**config.mk**
```make
export PLATFORM = sky130hd
export DESIGN_NAME = dcache_controller
export DESIGN_NICKNAME = d
export VERILOG_FILES = /design/src/rtl/dcache_pkg.sv /design/src/rtl/dcache_array.sv /design/src/rtl/dcache_controller.sv
export SDC_FILE = /design/constraint.sdc
export NUM_CORES = 1
export LEC_CHECK = 0
export CORE_UTILIZATION = 25
export DETAILED_ROUTE_END_ITERATION = 8
export SLEW_MARGIN = 10
export SYNTH_ARGS = -nofsm -noshare
export SYNTH_HDL_FRONTEND = slang
export SYNTH_SLANG_ARGS = --single-unit
```
**constraint.sdc**
```tcl
create_clock -name clk -period 8.3 [get_ports clk]
set_input_delay 1.66 -clock clk [delete_from_list [all_inputs] [get_ports clk]]
set_output_delay 1.66 -clock clk [all_outputs]
set_load 0.01 [all_outputs]
```
**src/rtl/dcache_pkg.sv**
```systemverilog
// Shared types and constants for the direct-mapped write-back data cache.
package dcache_pkg;

  localparam int DCACHE_DATA_WIDTH = 32;

  localparam logic [DCACHE_DATA_WIDTH-1:0] MMIO_TRIGGER_ADDR = 32'h000000FC;

  typedef enum logic [1:0] {
    COMPARE,
    WRITEBACK,
    ALLOCATE,
    FLUSH
  } dcache_state_t;

  // The tag is held full-width (address >> index bits) so LINES can change without retyping.
  typedef struct packed {
    logic                         valid;
    logic                         dirty;
    logic [DCACHE_DATA_WIDTH-1:0] tag;
    logic [DCACHE_DATA_WIDTH-1:0] data;
  } dcache_line_t;

endpackage

```
**src/rtl/dcache_array.sv**
```systemverilog
// Line storage: combinational read, synchronous write, valid/dirty cleared on reset.
module dcache_array
  import dcache_pkg::*;
#(
  parameter  int LINES      = 16,
  localparam int INDEX_BITS = $clog2(LINES)
) (
  input  logic                  clk,
  input  logic                  rst_n,
  input  logic [INDEX_BITS-1:0] rd_index,
  output dcache_line_t          rd_line,
  input  logic                  wr_en,
  input  logic [INDEX_BITS-1:0] wr_index,
  input  dcache_line_t          wr_line
);

  logic [LINES-1:0]             valid_q;
  logic [LINES-1:0]             dirty_q;
  logic [DCACHE_DATA_WIDTH-1:0] tag_mem  [LINES];
  logic [DCACHE_DATA_WIDTH-1:0] data_mem [LINES];

  always_comb begin
    rd_line.valid = valid_q[rd_index];
    rd_line.dirty = dirty_q[rd_index];
    rd_line.tag   = tag_mem[rd_index];
    rd_line.data  = data_mem[rd_index];
  end

  always_ff @(posedge clk) begin
    if (!rst_n) begin
      valid_q <= '0;
      dirty_q <= '0;
    end else if (wr_en) begin
      valid_q[wr_index] <= wr_line.valid;
      dirty_q[wr_index] <= wr_line.dirty;
    end
  end

  // NOTE: tag/data arrays have no reset; invalid lines are never read as hits, and a reset-free array maps onto RAM.
  always_ff @(posedge clk) begin
    if (wr_en) begin
      tag_mem[wr_index]  <= wr_line.tag;
      data_mem[wr_index] <= wr_line.data;
    end
  end

endmodule

```
**src/rtl/dcache_controller.sv**
```systemverilog
// Direct-mapped write-back/write-allocate cache controller with MMIO bypass and whole-cache flush.
module dcache_controller
  import dcache_pkg::*;
#(
  parameter int DATA_WIDTH = DCACHE_DATA_WIDTH,
  parameter int LINES      = 16,
  parameter int MEM_LAT    = 2
) (
  input  logic                  clk,
  input  logic                  rst_n,
  input  logic                  req_valid,
  input  logic                  req_we,
  input  logic [DATA_WIDTH-1:0] req_addr,
  input  logic [DATA_WIDTH-1:0] req_wdata,
  output logic                  req_ready,
  output logic [DATA_WIDTH-1:0] rdata,
  input  logic                  flush_req,
  output logic                  flush_done,
  output logic                  busy,
  output logic                  mem_fetch,
  output logic [DATA_WIDTH-1:0] mem_addr,
  input  logic [DATA_WIDTH-1:0] mem_rdata,
  output logic                  mem_writeback,
  output logic [DATA_WIDTH-1:0] mem_wb_addr,
  output logic [DATA_WIDTH-1:0] mem_wb_data
);

  localparam int INDEX_BITS = $clog2(LINES);
  localparam int TAG_BITS   = DATA_WIDTH - INDEX_BITS;
  localparam int WAIT_BITS  = (MEM_LAT > 1) ? $clog2(MEM_LAT) : 1;

  dcache_state_t         state, next_state;
  logic [WAIT_BITS-1:0]  wait_cnt;
  logic [INDEX_BITS:0]   flush_cnt;
  logic                  rst_hold;

  logic [INDEX_BITS-1:0] index;
  logic [DATA_WIDTH-1:0] req_tag;
  dcache_line_t          line, wr_line;
  logic                  wr_en, is_mmio, hit, wait_last, flush_end;

  assign req_tag   = req_addr >> INDEX_BITS;
  assign index     = (state == FLUSH) ? flush_cnt[INDEX_BITS-1:0] : req_addr[INDEX_BITS-1:0];
  assign is_mmio   = req_valid && (req_addr == MMIO_TRIGGER_ADDR);
  assign hit       = req_valid && !is_mmio && line.valid && (line.tag == req_tag);
  assign wait_last = (wait_cnt == WAIT_BITS'(MEM_LAT - 1));
  assign flush_end = (flush_cnt == (INDEX_BITS+1)'(LINES));

  dcache_array #(.LINES(LINES)) u_array (
    .clk      (clk),
    .rst_n    (rst_n),
    .rd_index (index),
    .rd_line  (line),
    .wr_en    (wr_en),
    .wr_index (index),
    .wr_line  (wr_line)
  );

  // rst_hold marks the cycle after reset was sampled; outputs and actions are suppressed there.
  // NOTE: sequential state uses non-blocking assignments so every register sees pre-edge values.
  always_ff @(posedge clk) begin
    if (!rst_n) begin
      state     <= COMPARE;
      wait_cnt  <= '0;
      flush_cnt <= '0;
      rst_hold  <= 1'b1;
    end else begin
      state     <= next_state;
      rst_hold  <= 1'b0;
      wait_cnt  <= (state == ALLOCATE && !wait_last) ? wait_cnt + WAIT_BITS'(1) : '0;
      flush_cnt <= (state == FLUSH && !flush_end) ? flush_cnt + (INDEX_BITS+1)'(1) : '0;
    end
  end

  // NOTE: every combinational output gets a default first so no latch is inferred.
  always_comb begin
    next_state = state;
    if (!rst_hold) begin
      case (state)
        COMPARE: begin
          if (req_valid && !is_mmio && !hit)
            next_state = (line.valid && line.dirty) ? WRITEBACK : ALLOCATE;
          else if (!req_valid && flush_req)
            next_state = FLUSH;
        end
        WRITEBACK: next_state = ALLOCATE;
        ALLOCATE:  if (wait_last) next_state = COMPARE;
        FLUSH:     if (flush_end) next_state = COMPARE;
        default:   next_state = COMPARE;
      endcase
    end
  end

  always_comb begin
    req_ready     = 1'b0;
    rdata         = '0;
    flush_done    = 1'b0;
    busy          = 1'b0;
    mem_fetch     = 1'b0;
    mem_addr      = '0;
    mem_writeback = 1'b0;
    mem_wb_addr   = '0;
    mem_wb_data   = '0;
    wr_en         = 1'b0;
    wr_line       = line;
    if (!rst_hold) begin
      busy = (state != COMPARE);
      case (state)
        COMPARE: begin
          if (is_mmio) begin
            mem_addr  = MMIO_TRIGGER_ADDR;
            rdata     = mem_rdata;
            req_ready = 1'b1;
          end else if (hit) begin
            req_ready = 1'b1;
            rdata     = line.data;
            if (req_we) begin
              wr_en         = 1'b1;
              wr_line.data  = req_wdata;
              wr_line.dirty = 1'b1;
            end
          end
        end
        WRITEBACK: begin
          mem_writeback = 1'b1;
          mem_wb_addr   = {line.tag[TAG_BITS-1:0], index};
          mem_wb_data   = line.data;
          wr_en         = 1'b1;
          wr_line.dirty = 1'b0;
        end
        ALLOCATE: begin
          mem_fetch = 1'b1;
          mem_addr  = req_addr;
          if (wait_last) begin
            wr_en         = 1'b1;
            wr_line.valid = 1'b1;
            wr_line.dirty = 1'b0;
            wr_line.tag   = req_tag;
            wr_line.data  = mem_rdata;
          end
        end
        FLUSH: begin
          if (flush_end) begin
            flush_done = 1'b1;
          end else if (line.valid && line.dirty) begin
            mem_writeback = 1'b1;
            mem_wb_addr   = {line.tag[TAG_BITS-1:0], index};
            mem_wb_data   = line.data;
            wr_en         = 1'b1;
            wr_line.dirty = 1'b0;
          end
        end
        default: ;
      endcase
    end
  end

endmodule

```
==> metrics, run 1 <==
Net Switching=0.00280 W; Yosys top cell by area=edfxtp_1; Vias=28.9k; Port Buffers=233; clk sink count=between 1k and 1.5k; ANT nets after route=0; Row Count=154; post-layout min period=7.88 ns; CTS tree=done; # setup viols final=0; syn avg cell area=12.7 µm²; clk_lat worst skew=0.70 ns; Critical Path Source Type=primary input; core footprint=roughly 0.18 mm²; ranking of synthesized cells by area=edfxtp_1, nand2_1, nand3_1, mux2i_1, dfxtp_1; first-pass GRT wire length=188 mm; asr flop ratio synth=0%; top cell type's share of synthesized area=~69%; EDFF count, synth=~1k; Final Hold Fails=0; Root Buffer=clkbuf_16; Die ar.=0.180 mm²; Seq pwr share=approximately 50%; vias in the first global route=approximately 29k; crit path DAT=6.22 ns; Final HPWL DP=74.2 mm; io pins=234; CP bufs+invs=6; setup repair bufs after CTS=0; die width=about 420 µm; Netlist Area Pre-Place=0.0445 mm²; pin count of the biggest net entering global routing=178; Main synth FF type=edfxtp_1; Net count, final=3,897; Clock power frac=about 40%; GPL Wtd Cong=0.835; max cap viols=0; actual slew at the worst max-slew pin=1.26 ns; syn_nets=3,603; DR pass1 iterations=5; post_cts resized=0; Area growth syn-to-layout=21.8%; Final Util=30.7%; initial drt markers=2,719; Yosys reg bits=~1.1k; outcome=finished, final reports clean; total CTS buffers=99; Max VDD drop=0.000143 V; RSZ-0062 raised after global routing=no; total internal power=0.00929 W; Yosys cell types=69; Period Utilization, post-route=94.9%; Slowest-stage cell, CP=clkdlybuf4s50_1; pwr dens=223 mW/mm²; WL/cell=20.5 µm; grt total ovfl=0; most frequent cells after synthesis=edfxtp_1, nand2_1, nand3_1, nor2_1, mux2i_1; Comb pwr share=9.2%; Synth Warn #=0; Clock transition at path regs=0.07 ns; Ant. Diodes=0; Syn Inst Count=3,500; DR DRC count=0; DRT Wirelength=128 mm; Max Slew Vio Count=0; CP top delay family=buffers and inverters; sw frac=23.1%; Layout Skew=0.0336 ns; setup TNS=0 ns; Achievable Freq=~130 MHz; global-route usage over all layers=13.8%; CP Capture Type=output port; initial cell density of the core=25.2%; slew margin rel.=16.1%; initial antenna violation count=0; critical path cell sequence=clkdlybuf4s50_1 > a21bo_2 > nand2_8 > buf_4 > nand2_1 > o22ai_1 > nor4_1 > buf_4 > xnor2_1 > nand2_1 > nor4_1 > buf_4 > nand3b_1 > buf_12 > nor3_1 > a21oi_1 > nor2_1 > clkdlybuf4s50_1; slowest cell delay on critical path=between 0.5 and 0.6 ns; CTS HTree Levels=3; CTS Hold Bufs=0; Leak=18.6 nW; reg2reg setup slack=2.05 ns; CP Class=in -> out; Longest Clk Path Bufs=3; sequential-to-total area share from yosys stat=71.0%; Die Y=424 µm; Worst Path Required=6.64 ns; Hold WC Path Type=reg -> reg; most common cell in the netlist=edfxtp_1; most used cell, CP=buf_4; Via density=approximately 4.7; maximum fanout along the worst path=32; share of cells above drive strength 1=between 10% and 20%
## stage by stage
stage	setup WS [ns]	hold slack [ns]	total power, W	cells	cell area (µm²)
after global routing	0.0936	0.468	0.0124	6217	54200
after CTS	0.456	0.463	0.0122	6214	54100
final	0.423	0.461	0.0121	6217	54200
after floorplan	1.86	0.436	0.00683	3500	44500
after detailed placement	0.502	0.452	0.00734	6030	50700
after global placement	0.469	0.446	0.00732	6030	50700
## cells in the final DEF, fill, tap and decap left out, types with 5 or more instances in the layout
master	netlist	final
mux2_2	56	56
xnor2_1	21	21
o211ai_1	49	49
nor3_1	37	36
and4_1	6	6
dfxtp_1	41	41
nor2_2	6	7
o22ai_1	51	51
clkbuf_1	142	10
clkdlybuf4s50_1	0	233
nor4_1	14	14
clkinv_1	0	13
mux2i_1	159	159
a21oi_1	49	49
o21ai_0	78	78
buf_4	11	138
o221ai_1	39	36
or4_1	6	5
clkinvlp_4	0	12
inv_1	58	42
clkbuf_16	0	101
edfxtp_1	1024	1024
xor2_1	8	8
inv_4	0	16
bufinv_16	0	19
a221oi_1	8	8
nand4_1	6	6
nand2b_1	7	7
nand3_1	345	345
nand2_1	880	880
clkinv_2	0	22
nor2_1	169	168
and2_1	54	51
a32oi_1	26	26
mux4_2	6	6
buf_12	0	37
a22oi_1	24	24
## sequential cells by signal, summed over array words and instances, names as in the netlist
signal,count
flush_cnt,5
u_array.data_mem,512
u_array.valid_q,16
u_array.dirty_q,16
rst_hold,1
state,2
wait_cnt,1
u_array.tag_mem,512
## power groups by stage
stage          Clock [W]  Sequential [W]  Combinational (W)
2_1_floorplan          0         0.00623           0.000595
3_3_place_gp           0         0.00623            0.00109
3_5_place_dp           0         0.00623            0.00110
4_1_cts          0.00494         0.00612            0.00111
5_1_grt          0.00513         0.00611            0.00119
6_report         0.00486         0.00612            0.00111
## worst paths after layout
check,from,to,cells past startpoint
worst min register to register,u_array.valid_q[3],u_array.valid_q[3],2
worst max-delay path,req_addr[1],rdata[23],18
worst min-delay path,u_array.valid_q[3],u_array.valid_q[3],2
worst max register to register,state[0],u_array.data_mem[4][20],15
## cells by family after synthesis
family | count (synthesis) | synth area share (%)
buffers and inverters | 276 | 2.60
and+or+nand+nor | 1555 | 15.1
muxes | 224 | 5.41
DFF | 1065 | 71.0
AOI/OAI and AO/OA | 349 | 5.30
xor gates and xnor gates | 29 | 0.571
adders and majority gates | 2 | 0.0563
## per-layer routing
metal | track usage [%] | wire, µm
met1 | 16.2 | 49900
met2 | 25.6 | 67600
met3 | 1.52 | 5780
met4 | 5.09 | 4260
met5 | 0 | 0
## worst reg2reg max path: stages (launching register included)
cell and delay, ns:
dfxtp_1 0.74, nand2_4 0.22, mux2i_4 0.29, nand3_1 0.38
buf_4 0.29, o22ai_1 0.09, nor4bb_1 0.45, buf_4 0.22
xnor2_1 0.11, nand4_1 0.21, nor4_1 0.38, nand4_2 0.18
buf_12 0.20, or4_2 0.72, buf_4 0.30, o221ai_1 1.05
## cell type report
cell class                      count  area (µm²)
Fill cell                       17600      122000
Sequential cell                  1065       31600
Multi-Input combinational cell   2159       11800
Timing Repair Buffer              411        4130
Tap cell                         2340        2930
Clock buffer                      112        2580
Clock inverter                     72         898
Inverter                           58         258
Note: power is estimated with default switching activity, not from simulation.
==> run 2: changes to the inputs <==
SYNTH_HIERARCHICAL = 1   (was default)
==> metrics, run 2 <==
Final HPWL DP=73.4 mm; grt total ovfl=0; reg-to-reg startpoint=state[0]; PnR worst setup slack=0.0921 ns; Yosys cell types=52; Netlist Area Pre-Place=0.0430 mm²; total internal power=0.00886 W; syn avg cell area=19.8 µm²; Critical Path Source Type=primary input; CTS Hold Bufs=0; RSZ-0062 raised after global routing=no; clk sink count=1,065; Seq pwr share=52.8%; slew margin rel.=20.8%; Comb pwr share=7.4%; Total Power=0.0114 W; EDFF count, synth=1,024; Clock transition at path regs=about 0.06 ns; Max Slew Vio Count=0; Via density=4.75; Net Switching=0.00256 W; GPL Wtd Cong=around 0.81; fill count=16.3k; first-pass GRT wire length=168 mm; outcome=finished, final reports clean; Met1 Wirelength=44.6 mm; Setup WS pre-CTS=0.0142 ns; Vias=23.1k; Achievable Freq=122 MHz; Die Y=between 400 and 500 µm; global-route usage over all layers=13.2%; clk_lat worst skew=0.71 ns; Yosys reg bits=~1.1k; R2R depth=20; Port Buffers=233; Net count, final=2,664; CP Capture Type=output port; DRT Wirelength=118 mm; pwr dens=approximately 210 mW/mm²; initial cell density of the core=25.3%; most common cell in the netlist=edfxtp_1; pin count of the biggest net entering global routing=55; Hold WC Path Type=reg -> reg; Main synth FF type=edfxtp_1; Top Layer Used=met4; Longest Clk Path Bufs=3; io pins=234; met3 wire len=4.74 mm; most frequent cells after synthesis=edfxtp_1, mux4_2, a22oi_1, and2_1, nand2_1; Final Non-Filler Cells=between 4k and 5k; Row Count=151; placed cell count=4,655; ANT nets after route=0; WL/cell=about 24 µm; Syn Inst Count=around 2.2k; share of cells above drive strength 1=~25%; top cell type's share of synthesized area=a little under three quarters; crit path DAT=about 6.6 ns; DR DRC count=0; Max VDD drop=around 0.00017 V; Layout Skew=0.0259 ns; Final Hold Fails=0; die width=417 µm; DR pass1 iterations=5; CP Class=in -> out; routed wl met2=63.9 mm; reg2reg setup slack=1.31 ns; worst hold stages=1; CTS tree=done; reg2reg end=u_array/data_mem[3][7]; Leak=roughly 17 nW; # setup viols final=0; vias in the first global route=about 24k; commonest non-fill, non-tap cell in the layout=edfxtp_1; total CTS buffers=100; Area growth syn-to-layout=24.0%; max cap viols=0; Worst Path Required=approximately 6.6 ns; ranking of synthesized cells by area=edfxtp_1, mux4_2, a22oi_1, dfxtp_1, and2_1; sequential-to-total area share from yosys stat=between 70% and 80%; Period Utilization, post-route=98.9%; most frequent cells in the layout=edfxtp_1, mux4_2, clkdlybuf4s50_1; CTS HTree Levels=3; actual slew at the worst max-slew pin=1.18 ns; asr flop ratio synth=0%; Clock power frac=39.8%; biggest regs=u_array/data_mem: 512 flops, u_array/tag_mem: 512 flops; initial drt markers=approximately 2.4k; initial antenna violation count=2; Synth Warn #=6; sw frac=approximately 22%; Die ar.=0.174 mm²; Worst Hold End=flush_cnt[0]; post-layout min period=8.21 ns; syn_nets=2,277; hold path startpoint=flush_cnt[0]; Yosys top cell by area=edfxtp_1; core footprint=0.170 mm²; maximum fanout along the worst path=33; Root Buffer=clkbuf_16
run 2: layout make-up:
cell class / count / area, µm² / share of cell area, %
antenna: 2 / 5.00 / 0.00939
timing repair buffer: 428 / 4790 / 8.99
inverter: 10 / 37.5 / 0.0705
clock buffer: 133 / 2720 / 5.10
sequential: 1065 / 31600 / 59.3
tap: 2218 / 2780 / 5.21
multi-input combinational: 956 / 10800 / 20.3
clock inverter: 56 / 559 / 1.05
run 2: worst max path at each step:
stage                 from                     end  slack, ns  depth (start not counted)
4_1_cts        req_addr[0]                rdata[8]       0.02                         17
5_1_grt        req_addr[0]                rdata[8]      0.005                         16
6_report       req_addr[2]                rdata[8]       0.09                         12
2_1_floorplan  req_addr[0]  u_array/data_mem[0][0]      -0.57                         17
3_3_place_gp   req_addr[0]                rdata[4]      -0.02                         17
3_5_place_dp   req_addr[0]                rdata[8]       0.01                         17
run 2: power groups by stage:
| stage | registers [W] | logic, W | clock network (W) |
|---|---|---|---|
| finish | 0.00603 | 0.000851 | 0.00454 |
| global route | 0.00603 | 0.000905 | 0.00481 |
| CTS | 0.00603 | 0.000847 | 0.00462 |
| floorplan | 0.00614 | 0.000485 | 0 |
| detailed placement | 0.00615 | 0.000839 | 0 |
| global placement | 0.00615 | 0.000829 | 0 |
run 2: worst max-delay path: stages:
cell and delay, ns:
clkdlybuf4s50_1 0.60, mux2_2 0.53, nor2b_2 0.97, a22oi_1 0.24, nand2_1 0.19, xnor2_1 0.20
nand4_1 0.21, or4_4 0.64, nor4_4 0.33, buf_12 0.24, a22o_1 0.17, clkdlybuf4s50_1 0.54
run 2: per-stage QoR:
stage / utilization (%) / setup TNS (ns) / cell area [µm²] / hold WS, ns
2_1_floorplan: - / -145.80 / 43000 / 0.430
3_3_place_gp: 29.3 / -0.439 / 49800 / 0.453
3_5_place_dp: 29.3 / 0 / 49800 / 0.462
4_1_cts: 31.2 / 0 / 53100 / 0.477
5_1_grt: 31.3 / 0 / 53300 / 0.512
6_report: 31.3 / 0 / 53300 / 0.476
run 2: logic make-up after synthesis:
family,synth area share (%)
compound gates,5.10
xor+xnor,0.632
fa+ha+maj,0.0582
buf+inv,1.81
flops,73.5
mux,14.8
simple gates,4.12
run 2: timing repair:
action | CTS | global route
gates cloned | 2 | 3
resized for setup | 0 | 2
buffers inserted | 0 | 17
pin swaps | 0 | 2
endpoints found under the setup margin | 1 | 32
run 2: metal layers:
layer | vias to the layer above | global-route usage [%]
met5 | - | 0
met4 | 0 | 5.90
met3 | 170 | 1.45
met2 | 692 | 24.2
met1 | 12500 | 15.3
li1 | 9816 | -
==> run 3: changes to the inputs <==
CAP_MARGIN = 5   (was default)
SETUP_SLACK_MARGIN = 0.3   (was default)
==> metrics, run 3 (same netlist as run 2, synthesis figures left out) <==
hold path startpoint=flush_cnt[0]; crit path DAT=6.23 ns; Leak=between 15 and 20 nW; Row Count=151; worst setup path startpoint=req_addr[0]; Max VDD drop=~0.00017 V; ANT nets after route=0; Final Hold Fails=0; Final Util=31.4%; Vias=23.2k; Total Power=0.0114 W; biggest regs=u_array/data_mem: 512 flops, u_array/tag_mem: 512 flops; core footprint=0.170 mm²; CTS HTree Levels=3; Achievable Freq=approximately 130 MHz; slew margin rel.=26.3%; maximum fanout along the worst path=33; pin count of the biggest net entering global routing=55; die width=417 µm; Period Utilization, post-route=a little over nine tenths; initial antenna violation count=2; reg2reg setup slack=1.44 ns; Hold WC Path Type=reg -> reg; Critical Path Source Type=primary input; grt total ovfl=0; most used cell, CP=buf_12; CP bufs+invs=7; slowest cell delay on critical path=0.54 ns; DR pass1 iterations=6; Net count, final=2,667; setup TNS=0 ns; CP top delay family=buffers and inverters; CTS Hold Bufs=0; Layout Skew=0.0250 ns; clk sink count=1,065; reg-to-reg startpoint=state[0]; pwr dens=214 mW/mm²; global-route usage over all layers=a little over an eighth; Max Slew Vio Count=0; clk_lat worst skew=0.71 ns; Die Y=417 µm; total CTS buffers=100; Hold Slack=0.476 ns; max cap viols=0; Area growth syn-to-layout=24.4%; Final Non-Filler Cells=about 4.9k; share of cells above drive strength 1=about a quarter; CP Class=in -> out; DRT Wirelength=approximately 120 mm; Final HPWL DP=between 70 and 80 mm; Via density=4.77; Clock transition at path regs=~0.060 ns; initial cell density of the core=25.3%; placed cell count=4,655; Port Buffers=233; WL/cell=24.4 µm; Root Buffer=clkbuf_16; io pins=234; CTS tree=done; CP Capture Type=output port; Slowest-stage cell, CP=clkdlybuf4s50_1; Worst Path Required=6.64 ns; initial drt markers=about 2.4k; DR DRC count=0; commonest non-fill, non-tap cell in the layout=edfxtp_1; # setup viols final=0; Die ar.=0.174 mm²; vias in the first global route=23.7k; post-layout min period=a little under 8 ns; actual slew at the worst max-slew pin=1.10 ns; first-pass GRT wire length=171 mm; outcome=finished, final reports clean; most frequent cells in the layout=edfxtp_1, mux4_2, clkdlybuf4s50_1; Longest Clk Path Bufs=3; RSZ-0062 raised after global routing=no; GPL Wtd Cong=0.810; critical path cell sequence=dlygate4sd2_1 > nand2_1 > o21ai_4 > buf_12 > buf_12 > mux4_2 > a22oi_1 > nand2_1 > xor2_1 > nor4_1 > buf_4 > nand4_1 > buf_4 > nor4_4 > buf_12 > a22o_1 > clkdlybuf4s50_1
## run 3: path summary, 6_finish.rpt
check / cells after the start / to
min: 1 / flush_cnt[0]
max reg2reg: 22 / u_array/data_mem[3][18]
max: 17 / rdata[8]
min reg2reg: 1 / flush_cnt[0]
## run 3: repair_timing
| action | in CTS | in global routing |
|---|---|---|
| cloned | 8 | 0 |
| setup endpoints to repair | 34 | 32 |
| endpoints found under the hold margin | 0 | 0 |
| pin swaps | 3 | 1 |
| resized for setup | 7 | 3 |
| setup buffers | 16 | 1 |
## run 3: cell type report
type,count,area (µm²)
antenna,2,5.00
clock buffer,133,2720
clock inverter,56,559
fill,16300,117000
inverter,10,37.5
multi-input combinational,957,10800
sequential,1065,31600
tap,2218,2780
timing repair buffer,430,4940
## run 3: per-layer routing
metal / vias up / share of wire [%] / GRT usage (%)
met4: 0 / 4.5 / 6.46
met1: 12400 / 37 / 15.4
met5: - / 0 / 0
met3: 170 / 4.6 / 1.57
met2: 796 / 54 / 24.5
li1: 9829 / - / -
## run 3: stage by stage
step                      setup WS, ns  cell area, µm²
after floorplan                 -0.570           43000
after global placement         -0.0225           49800
after detailed placement        0.0142           49800
after CTS                        0.309           53400
after global routing             0.309           53500
final                            0.410           53500
## run 3: worst register-to-register path: cells and delay by family (launching register included)
kind	cells	cell delay, ns
and+or+nand+nor	8	2.46
buffers and inverters	9	1.84
AOI/OAI and AO/OA	3	0.99
muxes	1	0.52
DFF	1	0.50
xor gates and xnor gates	1	0.19
## run 3: where the power goes
part	switching (W)	total, W	internal, W	leakage, nW
clock	0.00202	0.00454	0.00252	1.60
combinational	0.000535	0.000864	0.000329	5.70
sequential	0.00000545	0.00603	0.00603	9.59
==> RTL change, RTL diff (flow settings as in run 3) <==
`MEM_LAT`: 2 -> 1.
--- a/src/rtl/dcache_controller.sv
+++ b/src/rtl/dcache_controller.sv
@@ -4,7 +4,7 @@
 #(
   parameter int DATA_WIDTH = DCACHE_DATA_WIDTH,
   parameter int LINES      = 16,
-  parameter int MEM_LAT    = 2
+  parameter int MEM_LAT    = 1
 ) (
   input  logic                  clk,
   input  logic                  rst_n,
Formal check against the unedited RTL: not equivalent (Yosys sat finds a counterexample within 4 cycles, from zero or initial values and one cycle with rst_n low).
==> RTL change against run 3 <==
  * Sequential cell count unchanged
  * Non-clock buffer count decreased by 47
  * Synthesized area barely moved
  * Total power grew 2.1%
  * Synthesized cell count barely moved
  * Worst setup slack got worse by 0.098 ns
  * Maximum frequency down 1.2%
  * Routed wire length increased by 4.4%
  * Global-route usage rose by 0.48 points
  * Cell area down 1.0%
  * Critical endpoint is now rdata[30]
==> RTL change: results (changes against run 3) <==
<table>
<tr><th>Metric</th><th>Value</th></tr>
<tr><th colspan="2">Worst setup path</th></tr>
<tr><td>CP max FO</td><td>20 (was 33)</td></tr>
<tr><td>Register-to-register setup slack</td><td>1.60 ns (was 1.44 ns)</td></tr>
<tr><td>Delay contributed by the slowest stage of the critical path</td><td>0.56 ns (was 0.54 ns)</td></tr>
<tr><td>CP Data Arrival Time</td><td>6.33 ns (was 6.23 ns)</td></tr>
<tr><td>Worst reg2reg path endpoint</td><td>u_array/data_mem[14][17] (was u_array/data_mem[3][18])</td></tr>
<tr><th colspan="2">Synth</th></tr>
<tr><td>Sequential fraction of the synthesis area</td><td>0.735 (about the same)</td></tr>
<tr><td>Synth top area cells</td><td>sky130_fd_sc_hd__edfxtp_1, sky130_fd_sc_hd__mux4_2, sky130_fd_sc_hd__a22oi_1 (unchanged)</td></tr>
<tr><td>Most numerous cell types in the synthesized netlist</td><td>sky130_fd_sc_hd__edfxtp_1, sky130_fd_sc_hd__mux4_2, sky130_fd_sc_hd__a22oi_1, sky130_fd_sc_hd__nand2_1, sky130_fd_sc_hd__clkbuf_1 (was sky130_fd_sc_hd__edfxtp_1, sky130_fd_sc_hd__mux4_2, sky130_fd_sc_hd__a22oi_1, sky130_fd_sc_hd__and2_1, sky130_fd_sc_hd__nand2_1)</td></tr>
<tr><td>Net count after synthesis</td><td>2276 (was 2277)</td></tr>
<tr><td>Number of synthesized flops with an enable pin</td><td>1024 (unchanged)</td></tr>
<tr><th colspan="2">GRT</th></tr>
<tr><td>Wire length of the first global-routing pass</td><td>174000 microns (was 171000 microns)</td></tr>
<tr><td>Vias in the first global route</td><td>23600 (was 23700)</td></tr>
<tr><td>Antenna violations before repair</td><td>8 (was 2)</td></tr>
<tr><td>Global Route Usage Sum</td><td>0.139 (was 0.134)</td></tr>
<tr><td>Maximum number of pins on one net before global-route repair</td><td>70 (was 55)</td></tr>
<tr><th colspan="2">STA</th></tr>
<tr><td>Measured slew at the worst slew-check pin</td><td>1.15 ns (was 1.10 ns)</td></tr>
<tr><td>Maximum clock skew at final layout</td><td>0.0581 ns (was 0.0250 ns)</td></tr>
<tr><th colspan="2">CTS</th></tr>
<tr><td>H-tree depth reported by CTS</td><td>3 (unchanged)</td></tr>
<tr><td>Clock tree root buffer cell</td><td>sky130_fd_sc_hd__clkbuf_16 (unchanged)</td></tr>
<tr><th colspan="2">Pwr</th></tr>
<tr><td>Leakage dissipation</td><td>16.8 nW (was 16.9 nW)</td></tr>
<tr><th colspan="2">Placement</th></tr>
<tr><td>Weighted congestion at the end of routability-driven global placement</td><td>0.794 (was 0.810)</td></tr>
<tr><td>Worst slack at placement</td><td>-0.0298 ns (was 0.0142 ns)</td></tr>
<tr><th colspan="2">Outcome</th></tr>
<tr><td>Status</td><td>complete, no violations (unchanged)</td></tr>
<tr><th colspan="2">Routing</th></tr>
<tr><td>Total detailed-routing wirelength</td><td>124000 microns (was 119000 microns)</td></tr>
<tr><th colspan="2">Layout</th></tr>
<tr><td>Number of nets in the layout</td><td>2619 (was 2667)</td></tr>
</table>
-- RTL change: changes by cell type after synthesis, moves of 2 or more --
cell | run 3 | this run
sky130_fd_sc_hd__mux2i_1 | 7 | 5
sky130_fd_sc_hd__and3_1 | 28 | 54
sky130_fd_sc_hd__and2_1 | 89 | 64
sky130_fd_sc_hd__buf_1 | 23 | 21
-- RTL change: critical path: cells and delay by family --
kind / cells / cell delay [ns]
buffers and inverters: 7 / 2.25
AOI/OAI and AO/OA: 2 / 0.34
and+or+nand+nor: 6 / 1.65
muxes: 1 / 0.39
-- RTL change: cells by family (layout without fill, tap and decap cells) --
group                      after synthesis  in the layout  synth area share
DFF                                   1065           1065             0.735
and+or+nand+nor                        330            333            0.0409
muxes                                  299            299             0.147
AOI/OAI and AO/OA                      288            288            0.0512
buffers and inverters                  157            581            0.0184
xor gates and xnor gates                31             31           0.00632
adders and majority gates                2              2          0.000583
other                                    1              4         0.0000873
-- RTL change: worst max-delay path by stage --
stage / startpoint / end / slack, ns
finish: req_addr[2] / rdata[30] / 0.31
global route: req_addr[0] / rdata[20] / 0.21
CTS: req_addr[0] / rdata[18] / 0.33
detailed placement: req_addr[2] / rdata[18] / -0.03
global placement: req_addr[2] / req_ready / 0.005
floorplan: req_addr[0] / u_array/data_mem[0][0] / -0.57
-- RTL change: stage by stage --
stage / hold slack, ns / area, sq um / std cells
finish: 0.473 / 52900 / 4821
global route: 0.512 / 52900 / 4818
CTS: 0.471 / 52700 / 4804
detailed placement: 0.457 / 48900 / 4597
global placement: 0.451 / 48900 / 4597
floorplan: 0.430 / 43000 / 2173
-- RTL change: power by group --
part / internal [mW] / switching [mW] / leakage (nW)
registers: 6.05 / 0.00757 / 9.60
clock network: 2.68 / 2.03 / 1.67
logic: 0.335 / 0.582 / 5.54
-- RTL change: timing repair --
item / in CTS / in global routing
endpoints found under the hold margin: 0 / 0
resized for setup: 27 / 13
endpoints found under the setup margin: 33 / 33
pin swaps: 4 / 8
gates cloned: 7 / 4
hold buffers: 0 / 0
setup buffers: 13 / 10
-- RTL change: layout make-up --
| cell class | count | area (sq um) |
|---|---|---|
| fillers | 16300 | 117000 |
| flip-flops and latches | 1065 | 31600 |
| multi-input cells | 954 | 11000 |
| repair buffers | 383 | 4140 |
| well taps | 2218 | 2780 |
| clock buffers | 120 | 2650 |
| clock inverters | 67 | 748 |
| inverters | 11 | 41.3 |
| diodes | 3 | 7.51 |
-- RTL change: routing by layer --
metal | global-route usage | vias to the layer above | wire [microns]
met5 | 0 | - | 18
met4 | 0.0424 | 2 | 3170
met3 | 0.0188 | 145 | 6530
met2 | 0.248 | 802 | 65200
met1 | 0.173 | 12300 | 48900
li1 | - | 9748 | -
